File: config.mk
export PLATFORM = sky130hd
export DESIGN_NAME = fetch_sequencer_flat
export DESIGN_NICKNAME = d
export VERILOG_FILES = /design/src/rtl/fetch_sequencer_if.sv /design/src/rtl/fetch_sequencer.sv /design/src/flat_wrapper.sv
export SDC_FILE = /design/constraint.sdc
export NUM_CORES = 1
export LEC_CHECK = 0
export BUFFER_PORTS_ARGS = -buffer_cell sky130_fd_sc_hd__buf_2
export CAP_MARGIN = 30
export CORE_ASPECT_RATIO = 0.5
export CORE_MARGIN = 10
export CORE_UTILIZATION = 55
export DETAILED_ROUTE_END_ITERATION = 8
export MAX_ROUTING_LAYER = met4
export PLACE_DENSITY = 0.93
export SETUP_SLACK_MARGIN = 0.5
export SKIP_CTS_REPAIR_TIMING = 1
export SLEW_MARGIN = 15
export SYNTH_ARGS = -nofsm -noshare
export SYNTH_HDL_FRONTEND = slang
export SYNTH_SLANG_ARGS = --single-unit
File: constraint.sdc
create_clock -name CLOCK -period 14.56 [get_ports CLOCK]
set_clock_uncertainty 0.15 [all_clocks]
set_input_delay 1.456 -clock CLOCK [delete_from_list [all_inputs] [get_ports CLOCK]]
set_output_delay 1.456 -clock CLOCK [all_outputs]
set_load 0.02 [all_outputs]
File: src/rtl/fetch_sequencer_if.sv
// Fetch-side bundle: PC register write port, instruction-memory request/response,
// decode handshake and branch redirect. master = fetch_sequencer, slave = its environment.
interface fetch_sequencer_if #(
   parameter int ADDR_W  = 64,
   parameter int INSTR_W = 32
);
   logic [ADDR_W-1:0]  PCCur;
   logic               PCWE;
   logic [ADDR_W-1:0]  PCNext;

   logic               IMemReqValid;
   logic [ADDR_W-1:0]  IMemReqAddr;
   logic               IMemReqReady;
   logic               IMemRespValid;
   logic [INSTR_W-1:0] IMemRespData;

   logic               InstrValid;
   logic [INSTR_W-1:0] InstrData;
   logic [ADDR_W-1:0]  InstrPC;
   logic               InstrReady;

   logic               Redirect;
   logic [ADDR_W-1:0]  RedirectTarget;

   modport master (
      input  PCCur,
      output PCWE, PCNext,
      output IMemReqValid, IMemReqAddr,
      input  IMemReqReady, IMemRespValid, IMemRespData,
      output InstrValid, InstrData, InstrPC,
      input  InstrReady,
      input  Redirect, RedirectTarget
   );

   modport slave (
      output PCCur,
      input  PCWE, PCNext,
      input  IMemReqValid, IMemReqAddr,
      output IMemReqReady, IMemRespValid, IMemRespData,
      input  InstrValid, InstrData, InstrPC,
      output InstrReady,
      output Redirect, RedirectTarget
   );
endinterface

File: src/rtl/fetch_sequencer.sv
// LEGv8 instruction-fetch front end: owns the PC register write port, keeps one
// memory request in flight and buffers returned words with their PCs for decode.
module fetch_sequencer #(
   parameter int ADDR_W  = 64,
   parameter int INSTR_W = 32,
   parameter int DEPTH   = 2
) (
   input  logic              CLOCK,
   input  logic              RESET,
   fetch_sequencer_if.master bus
);
   localparam int PTR_W = $clog2(DEPTH);
   localparam int CNT_W = PTR_W + 1;

   typedef enum logic [1:0] {INIT, FETCH, WAIT, DROP} state_t;

   state_t             state;
   logic [CNT_W-1:0]   count;
   logic [CNT_W-1:0]   count_next;
   logic [PTR_W-1:0]   wr_ptr;
   logic [PTR_W-1:0]   rd_ptr;
   logic               instr_valid;
   logic [ADDR_W-1:0]  tag;

   logic [INSTR_W-1:0] data_mem [DEPTH];
   logic [ADDR_W-1:0]  pc_mem   [DEPTH];

   logic               redirect_live;
   logic               req_valid;
   logic               accept;
   logic               push;
   logic               pop;
   logic               pc_we;
   logic [ADDR_W-1:0]  pc_next;

   // The PC register powers up unknown, so INIT is the only place it gets a value;
   // a redirect arriving while it is still being seeded is deliberately ignored.
   assign redirect_live = bus.Redirect & (state != INIT) & ~RESET;

   // Only one request is ever outstanding, so the FIFO count alone bounds issue.
   assign req_valid = ~RESET & (state == FETCH) & (count < CNT_W'(DEPTH)) & ~bus.Redirect;
   assign accept    = req_valid & bus.IMemReqReady;
   assign push      = ~RESET & (state == WAIT) & bus.IMemRespValid & ~redirect_live;
   assign pop       = instr_valid & bus.InstrReady;

   // NOTE: every signal written in an always_comb gets a default first, otherwise
   // the paths that skip the assignment infer a latch.
   always_comb begin
      pc_we   = 1'b0;
      pc_next = '0;
      if (!RESET) begin
         if (state == INIT) begin
            pc_we   = 1'b1;
            pc_next = '0;
         end else if (redirect_live) begin
            pc_we   = 1'b1;
            pc_next = bus.RedirectTarget & ~ADDR_W'(3);
         end else if (accept) begin
            pc_we   = 1'b1;
            pc_next = bus.PCCur + ADDR_W'(4);
         end
      end
   end

   always_comb begin
      count_next = count;
      if (redirect_live) begin
         count_next = '0;
      end else if (push && !pop) begin
         count_next = count + 1'b1;
      end else if (pop && !push) begin
         count_next = count - 1'b1;
      end
   end

   // NOTE: sequential state uses non-blocking assignments so every register
   // samples the pre-edge values regardless of statement order.
   always_ff @(posedge CLOCK) begin
      if (RESET) begin
         state       <= INIT;
         count       <= '0;
         wr_ptr      <= '0;
         rd_ptr      <= '0;
         instr_valid <= 1'b0;
         tag         <= '0;
      end else begin
         case (state)
            INIT:  state <= FETCH;
            FETCH: begin
               if (accept) begin
                  tag   <= bus.PCCur;
                  state <= WAIT;
               end
            end
            WAIT: begin
               if (redirect_live && !bus.IMemRespValid) begin
                  state <= DROP;
               end else if (bus.IMemRespValid) begin
                  state <= FETCH;
               end
            end
            // A redirect here just keeps waiting for the stale response; if that
            // response lands in the same cycle nothing is left outstanding.
            DROP: begin
               if (bus.IMemRespValid) begin
                  state <= FETCH;
               end
            end
            default: state <= INIT;
         endcase

         if (redirect_live) begin
            wr_ptr <= '0;
            rd_ptr <= '0;
         end else begin
            if (push) begin
               wr_ptr <= wr_ptr + 1'b1;
            end
            if (pop) begin
               rd_ptr <= rd_ptr + 1'b1;
            end
         end
         count       <= count_next;
         instr_valid <= (count_next != '0);
      end
   end

   // NOTE: the FIFO storage has no reset; count and pointers alone decide which
   // entries are meaningful, and leaving the array unreset keeps it plain RAM.
   always_ff @(posedge CLOCK) begin
      if (push) begin
         data_mem[wr_ptr] <= bus.IMemRespData;
         pc_mem[wr_ptr]   <= tag;
      end
   end

   assign bus.PCWE         = pc_we;
   assign bus.PCNext       = pc_next;
   assign bus.IMemReqValid = req_valid;
   assign bus.IMemReqAddr  = bus.PCCur;
   assign bus.InstrValid   = instr_valid;
   assign bus.InstrData    = data_mem[rd_ptr];
   assign bus.InstrPC      = pc_mem[rd_ptr];
endmodule

File: src/flat_wrapper.sv
// flat-port wrapper written by rule: the top's interface ports become plain ports
module fetch_sequencer_flat 
#(
   parameter int ADDR_W  = 64,
   parameter int INSTR_W = 32,
   parameter int DEPTH   = 2
)
  (CLOCK, RESET, bus_PCCur, bus_PCWE, bus_PCNext, bus_IMemReqValid, bus_IMemReqAddr, bus_IMemReqReady, bus_IMemRespValid, bus_IMemRespData, bus_InstrValid, bus_InstrData, bus_InstrPC, bus_InstrReady, bus_Redirect, bus_RedirectTarget);
  fetch_sequencer_if #(.ADDR_W(ADDR_W), .INSTR_W(INSTR_W)) bus_i ();
  input  logic CLOCK;
  input  logic RESET;
  input wire logic [$bits(bus_i.PCCur)-1:0] bus_PCCur;
  output wire logic [$bits(bus_i.PCWE)-1:0] bus_PCWE;
  output wire logic [$bits(bus_i.PCNext)-1:0] bus_PCNext;
  output wire logic [$bits(bus_i.IMemReqValid)-1:0] bus_IMemReqValid;
  output wire logic [$bits(bus_i.IMemReqAddr)-1:0] bus_IMemReqAddr;
  input wire logic [$bits(bus_i.IMemReqReady)-1:0] bus_IMemReqReady;
  input wire logic [$bits(bus_i.IMemRespValid)-1:0] bus_IMemRespValid;
  input wire logic [$bits(bus_i.IMemRespData)-1:0] bus_IMemRespData;
  output wire logic [$bits(bus_i.InstrValid)-1:0] bus_InstrValid;
  output wire logic [$bits(bus_i.InstrData)-1:0] bus_InstrData;
  output wire logic [$bits(bus_i.InstrPC)-1:0] bus_InstrPC;
  input wire logic [$bits(bus_i.InstrReady)-1:0] bus_InstrReady;
  input wire logic [$bits(bus_i.Redirect)-1:0] bus_Redirect;
  input wire logic [$bits(bus_i.RedirectTarget)-1:0] bus_RedirectTarget;
  assign bus_i.PCCur = bus_PCCur;
  assign bus_PCWE = bus_i.PCWE;
  assign bus_PCNext = bus_i.PCNext;
  assign bus_IMemReqValid = bus_i.IMemReqValid;
  assign bus_IMemReqAddr = bus_i.IMemReqAddr;
  assign bus_i.IMemReqReady = bus_IMemReqReady;
  assign bus_i.IMemRespValid = bus_IMemRespValid;
  assign bus_i.IMemRespData = bus_IMemRespData;
  assign bus_InstrValid = bus_i.InstrValid;
  assign bus_InstrData = bus_i.InstrData;
  assign bus_InstrPC = bus_i.InstrPC;
  assign bus_i.InstrReady = bus_InstrReady;
  assign bus_i.Redirect = bus_Redirect;
  assign bus_i.RedirectTarget = bus_RedirectTarget;
  fetch_sequencer #(.ADDR_W(ADDR_W), .INSTR_W(INSTR_W), .DEPTH(DEPTH)) u_core (.CLOCK(CLOCK), .RESET(RESET), .bus(bus_i));
endmodule
==> summary.txt, run 1 <==
Status - completed
Worst-Skew Late Latency - 0.53 ns
Fmax - 0.153 GHz
Yosys reg bits - 264
Max Cap Viol - 0
# rows - 38
Slowest cell on crit path - nor4_1
Seq pwr share - 50.3%
Max-slew headroom - 35.4%
NetSw - 0.371 mW
Die Span Y - 125 µm
First-pass GRT wire length - 56,800 µm
Number of flops mapped to enable cells by yosys - 192
Die area - 28,800 µm²
Synth Instances - 1,061
Final setup TNS - 0 ns
# DRC - 0
Gr ovfl total - 0
Total Power - 1.61 mW
Longest Clk Path Bufs - 3
Fin crit period - 6.55 ns
Num ports - 393
IO buf count - 390
VDD IR max - 0.0659 mV
Share of cells above drive strength 1 - 39.8%
Worst Slack Setup Final - 8.01 ns
Initial DRC count - 1,115
Critical R2R Capture - u_core.data_mem[0][2]
Net Count, Synth - 1,228
Clk pin slew, worst setup/hold paths - 0.07 ns
DP HPWL - 27,300 µm
TritonCTS clock tree - yes
Mapped cell area - 12,200 µm²
Gate power share - 8.1%
Final wirelength - 38,300 µm
Area contributors post-synth - edfxtp_1 (47%), dfxtp_1 (12%), mux2_2 (9.0%)
Data arrival time of the worst path - 4.94 ns
Area of the multi-input gates - 4250 µm²
Largest fanout on the critical path - 71
RR Startpoint - u_core.state[0]
Final Hold Viols - 0
Final worst-path cycle share - 45.0%
WHS Endpoint - u_core.pc_mem[0][41]
Delay-heaviest family, CP - simple AND/OR/NAND/NOR gates
Internal power - 1.24 mW
Post-Place Cells - 1,630
Hold path start - u_core.tag[41]
Final net count - 1,525
H-tree Lvls - 1
CP endpoint kind - output pin
Cell variety after synth - 45
DR vias/cell - 5.77
HP Class - reg2reg
Sw Ratio - 23.1%
Placed Area - 13,900 µm²
Initial antenna violation count - 5
CP startpoint kind - input pin
Leak - 6.11 nW
Crit Path Class - in2out
CP max stage delay - 0.72 ns
Starting density of the core - 56.0%
Post-synth top area cell - edfxtp_1
GRT Util Overall - 25.6%
Die X - 230 µm
Syn avg cell area - 11.5 µm²
Post-synth top flop - edfxtp_1
Cells on worst reg2reg path - 5
Final Non-Filler Cells - 1,681
CP Data Required Time - 12.95 ns
Ys Warns - 0
Actual transition at the worst max-transition pin - 0.969 ns
Clock power share - 41.6%
Root Buffer Master - clkbuf_16
Placer Congestion - 0.993
Cell count of the worst hold path - 0
Power Density - 109 nW/µm²
Register area - 7210 µm²
CTS buffer count - 24
RSZ-0062 raised after global routing - no
Design Area, Final - 14,800 µm²
Synth-to-layout area growth - 21.3%
Slew Limit Fails - 0
Yosys top cell area share - 47.4%
CTS Sinks - 264
Via count - 9,692
Largest net degree at the start of global routing - 82
Fill cells - 1,645
# setup viols final - 0
Pre-CTS setup slack - 8.05 ns
Floorplan core area - 21,700 µm²
Post-synthesis sequential area ratio - 59.2%
Commonest non-fill, non-tap cell in the layout - buf_2
Most frequent cells in the layout - buf_2 (390), nand2_1 (197), edfxtp_1 (192)
Reg2Reg Setup Slack - 10.93 ns
Vias in the first global route - 9,448
Wire per inst - 22.8 µm
Antenna Nets Post-Route - 0
First drt pass iteration count - 5
Post-synthesis async set-or-reset flop share - 0%
Buffers and inverters on the worst path - 4
Crit path cell chain - buf_2 -> buf_4 -> nor4_1 -> nand3_4 -> buf_4 -> or4_1 -> mux2i_1 -> nand3b_1 -> buf_2
[worst max-delay path by stage]
| stage | start | endpoint | slack (ns) | cells past startpoint |
|---|---|---|---|---|
| after floorplan | RESET | u_core.data_mem[0][0] | 7.35 | 3 |
| after global placement | RESET | bus_PCNext[53] | 8.11 | 9 |
| after detailed placement | RESET | bus_PCNext[53] | 8.05 | 9 |
| after CTS | RESET | bus_PCNext[53] | 8.07 | 9 |
| after global routing | RESET | bus_PCNext[53] | 7.78 | 9 |
| final | RESET | bus_PCNext[53] | 8.01 | 9 |
[kinds of logic (layout without fill, tap and decap cells)]
family / Yosys count / in the layout / share of synthesized area (%)
simple gates: 375 / 375 / 15.0
compound gates: 131 / 131 / 6.05
other cells: 0 / 5 / 0
fa+ha+maj: 1 / 1 / 0.103
xor+xnor: 43 / 43 / 3.09
buf+inv: 134 / 449 / 6.20
flops: 264 / 264 / 59.2
mux: 113 / 113 / 10.4
[flip-flops by register name, summed over array words and instances (netlist names), named ones only]
signal                 cells
u_core.tag                64
u_core.data_mem           64
u_core.bus.InstrValid      1
u_core.rd_ptr              1
u_core.wr_ptr              1
u_core.count               2
u_core.state               2
u_core.pc_mem            128
[layout make-up]
class | instances | area share, %
flip-flops and latches | 264 | 48.8
multi-input cells | 663 | 28.8
repair buffers | 399 | 13.9
clock buffers | 31 | 4.38
well taps | 300 | 2.54
clock inverters | 13 | 1.30
inverters | 6 | 0.153
diodes | 5 | 0.0847
[worst register-to-register path, delay by kind of cell, from the launching register on]
kind | cells | cell delay, ns
buf+inv | 2 | 0.75
flops | 1 | 0.40
simple gates | 2 | 1.47
compound gates | 1 | 0.49
[per-layer routing]
metal	global-route usage [%]	vias up	part of all wire, %
met5	-	-	0
li1	-	4396	-
met4	7.00	0	2.5
met2	44.6	498	52
met3	3.88	79	7.4
met1	30.5	4719	38
[power by group through the flow]
stage	sequential (mW)	combinational [mW]	clock, mW
finish	0.808	0.130	0.669
global route	0.808	0.137	0.705
CTS	0.808	0.128	0.676
detailed placement	0.825	0.127	0
global placement	0.824	0.125	0
floorplan	0.824	0.0707	0
[Yosys cell counts, types with 10 or more instances]
library cell,count
a21oi_1,69
a32oi_1,10
and3_1,12
and4_1,14
buf_1,10
buf_4,64
clkbuf_1,50
dfxtp_1,72
edfxtp_1,192
mux2_2,97
mux2i_1,14
nand2_1,197
nand3_1,29
nand4_1,24
nor2_1,29
nor4_1,18
o21ai_0,39
or3_1,14
xnor2_1,28
xor2_1,15
[metrics by stage]
stage | hold slack (ns) | utilization (%)
3_5_place_dp | 0.288 | 63.8
2_1_floorplan | 0.275 | -
5_1_grt | 0.316 | 67.9
3_3_place_gp | 0.279 | 63.8
6_report | 0.301 | 67.9
4_1_cts | 0.300 | 67.6
No activity file was read; power rests on OpenSTA's default activity.
==> inputs of run 2 (changes only) <==
Settings changed: ABC_AREA set to 1, CORE_UTILIZATION 55 to 52, PLACE_DENSITY 0.93 to 0.88.
Clock period 14.56 ns to 6.54 ns, I/O delays scaled along.
==> run 2 against run 1 <==
Against the previous run: synthesized cell count up 27%; non-clock buffer count is 2 lower; worst setup slack got worse by 5.9 ns; utilization fell by 3.9 points; flip-flop and latch count did not move; cell count up 20%; combinational power rose by 140%; die area increased by 10%; total power up 120%; largest cell class unchanged; largest power group unchanged; highest routed layer unchanged.
==> summary.txt, run 2 <==
Status - completed
Total Power - 3.55 mW
Met3 usage - 4.27%
Root Buffer Master - clkbuf_16
Post-synthesis compound-gate area fraction - 6.70%
Met2 Usage GRT - 43.7%
Met1 Resource Use GR - 31.6%
Cell variety after synth - 36
# rows - 40
Max Cap Viol - 0
RSZ-0062 raised after global routing - no
CP startpoint kind - input pin
RR Startpoint - u_core.state[1]
Slew Limit Fails - 0
Wire per inst - 21.3 µm
Commonest non-fill, non-tap cell in the layout - buf_2
CP max stage delay - 0.87 ns
Yosys reg bits - 264
Via count - 11.0k
First drt pass iteration count - 6
Floorplan core area - 24,100 µm²
Post-synthesis sequential area ratio - 56.2%
Largest fanout on the critical path - 99
Die Span Y - 131 µm
Post-synthesis async set-or-reset flop share - 0%
Area share of fa/ha/maj cells after synthesis - 0.0975%
Largest Register - u_core.pc_mem
Largest net degree at the start of global routing - 100
TritonCTS clock tree - yes
Max-slew headroom - 35.2%
Starting density of the core - 53.2%
Leak - 6.41 nW
Top cells by count, synth - nand2_1 (365), edfxtp_1 (192), nor2_1 (119), inv_1 (99), mux2_2 (96)
VDD IR max - 0.131 mV
CP endpoint kind - output pin
Antenna Nets Post-Route - 0
Post-synth top area cell - edfxtp_1
H-tree Lvls - 1
Worst-Skew Late Latency - 0.54 ns
Initial DRC count - 1,406
Num ports - 393
# setup viols final - 0
CTS Sinks - 264
Final worst-path cycle share - 67.7%
GRT Util Overall - 26.0%
Initial antenna violation count - 4
Most frequent cells in the layout - buf_2 (390), nand2_1 (365), edfxtp_1 (192)
Hold path start - bus_IMemRespData[14]
WHS Endpoint - u_core.data_mem[1][14]
CTS buffer count - 24
Hold WS - 0.151 ns
Fmax - 0.226 GHz
Crit Path Class - in2out
First-pass GRT wire length - 62,000 µm
Biggest registers after layout - u_core.pc_mem: 128 flops, u_core.data_mem: 64 flops, u_core.tag: 64 flops
Cell count of the worst hold path - 1
DP HPWL - 31,700 µm
Cells on worst reg2reg path - 8
Mapped cell area - 12,800 µm²
IO buf count - 390
Crit path cell chain - buf_2 -> nor2_1 -> nand2_1 -> inv_2 -> nand2_4 -> inv_4 -> buf_4 -> nand3_1 -> nand2_1 -> buf_2
Synth Instances - 1,344
Most common cell in the netlist - nand2_1
Clk pin slew, worst setup/hold paths - 0.07 ns
Post-synthesis simple-gate area fraction - 19.5%
Slowest cell on crit path - inv_4
Ys Warns - 0
Syn avg cell area - 9.55 µm²
Post-synth top flop - edfxtp_1
Synth-to-layout area growth - 20.4%
Mux cell area share after synthesis - 8.43%
Grt peak-use layer - met2
Gr ovfl total - 0
Final setup TNS - 0 ns
Number of flops mapped to enable cells by yosys - 192
Die X - 242 µm
HP Class - in2reg
Final wirelength - 42,900 µm
DR vias/cell - 5.44
Final net count - 1,826
Die area - 31,700 µm²
Share of cells above drive strength 1 - 33.8%
Area contributors post-synth - edfxtp_1 (45%), dfxtp_1 (11%), nand2_1 (11%)
Longest Clk Path Bufs - 3
Power Density - 230 nW/µm²
Critical R2R Capture - u_core.tag[55]
Vias in the first global route - 10.4k
Actual transition at the worst max-transition pin - 0.972 ns
Final Hold Viols - 0
Yosys top cell area share - 44.9%
Placer Congestion - 0.998
# DRC - 0
Fin crit period - 4.43 ns
Xor/xnor cell area share of the yosys netlist - 0.751%
Fill cells - 1,991
CP Data Required Time - 5.74 ns
Largest family of logic cells by synthesized area - simple AND/OR/NAND/NOR gates
Reg2Reg Setup Slack - 3.50 ns
Number of flip-flops in the largest register - 128
Data arrival time of the worst path - 3.62 ns
Net Count, Synth - 1,511
[run 2: cell count changes in the layout (fill, tap and decap cells not counted), sizes merged, moves of 14 or more]
cell,before,now
nor2,29,133
nand2,197,373
nor4,20,0
or3,14,0
inv,7,103
mux2i,14,0
o21ai,39,75
and4,14,0
nand3,29,67
xnor2,28,4
[run 2: worst max-delay path by stage]
stage               slack (ns)  depth (start not counted)  start                    end
finish                    2.11                         10  RESET         bus_PCNext[42]
CTS                       2.16                         10  RESET         bus_PCNext[42]
detailed placement        2.18                         10  RESET         bus_PCNext[42]
global placement          2.21                         10  RESET         bus_PCNext[42]
floorplan                 0.52                          4  RESET  u_core.data_mem[0][0]
global route              1.88                         10  RESET         bus_PCNext[42]
[run 2: cells by family after synthesis]
family,after synthesis
buffers and inverters,210
AO/OA/AOI/OAI,164
flip-flops,264
multiplexers,96
AND/OR/NAND/NOR,598
adder cells (fa/ha/maj),1
XOR/XNOR,11
[run 2: layout make-up]
type	instances	area (µm²)	area share (%)
Clock inverter	13	148	0.956
Multi-Input combinational cell	870	4560	29.5
Clock buffer	31	647	4.19
Timing Repair Buffer	397	2060	13.3
Inverter	102	385	2.49
Antenna cell	4	10.0	0.0648
Sequential cell	264	7210	46.7
Tap cell	336	420	2.72
[run 2: where the power goes]
group	leakage (nW)	switching (mW)	total, mW	internal (mW)
registers	2.25	0.00965	1.81	1.80
clock network	0.387	0.637	1.43	0.789
logic	3.78	0.216	0.315	0.0984
total	6.41	0.863	3.55	2.69
[run 2: critical path, delay by kind of cell]
family / cells / cell delay (ns)
simple gates: 5 / 0.91
buf+inv: 5 / 2.00
[run 2: stage by stage]
stage / instances / utilization [%] / setup WS [ns] / cell area, µm²
after floorplan: 1344 / - / 0.520 / 12800
after global placement: 1967 / 60.5 / 2.21 / 14600
after detailed placement: 1968 / 60.6 / 2.18 / 14600
after CTS: 2012 / 63.9 / 2.16 / 15400
after global routing: 2017 / 64.0 / 1.88 / 15400
final: 2017 / 64.0 / 2.11 / 15400
[run 2: per-layer routing]
layer | vias to the layer above | share of wire [%] | routed length [µm]
met5 | - | 0 | 0
li1 | 5073 | - | -
met4 | 0 | 3.8 | 1630
met3 | 107 | 8.1 | 3490
met2 | 591 | 50 | 21200
met1 | 5207 | 39 | 16500
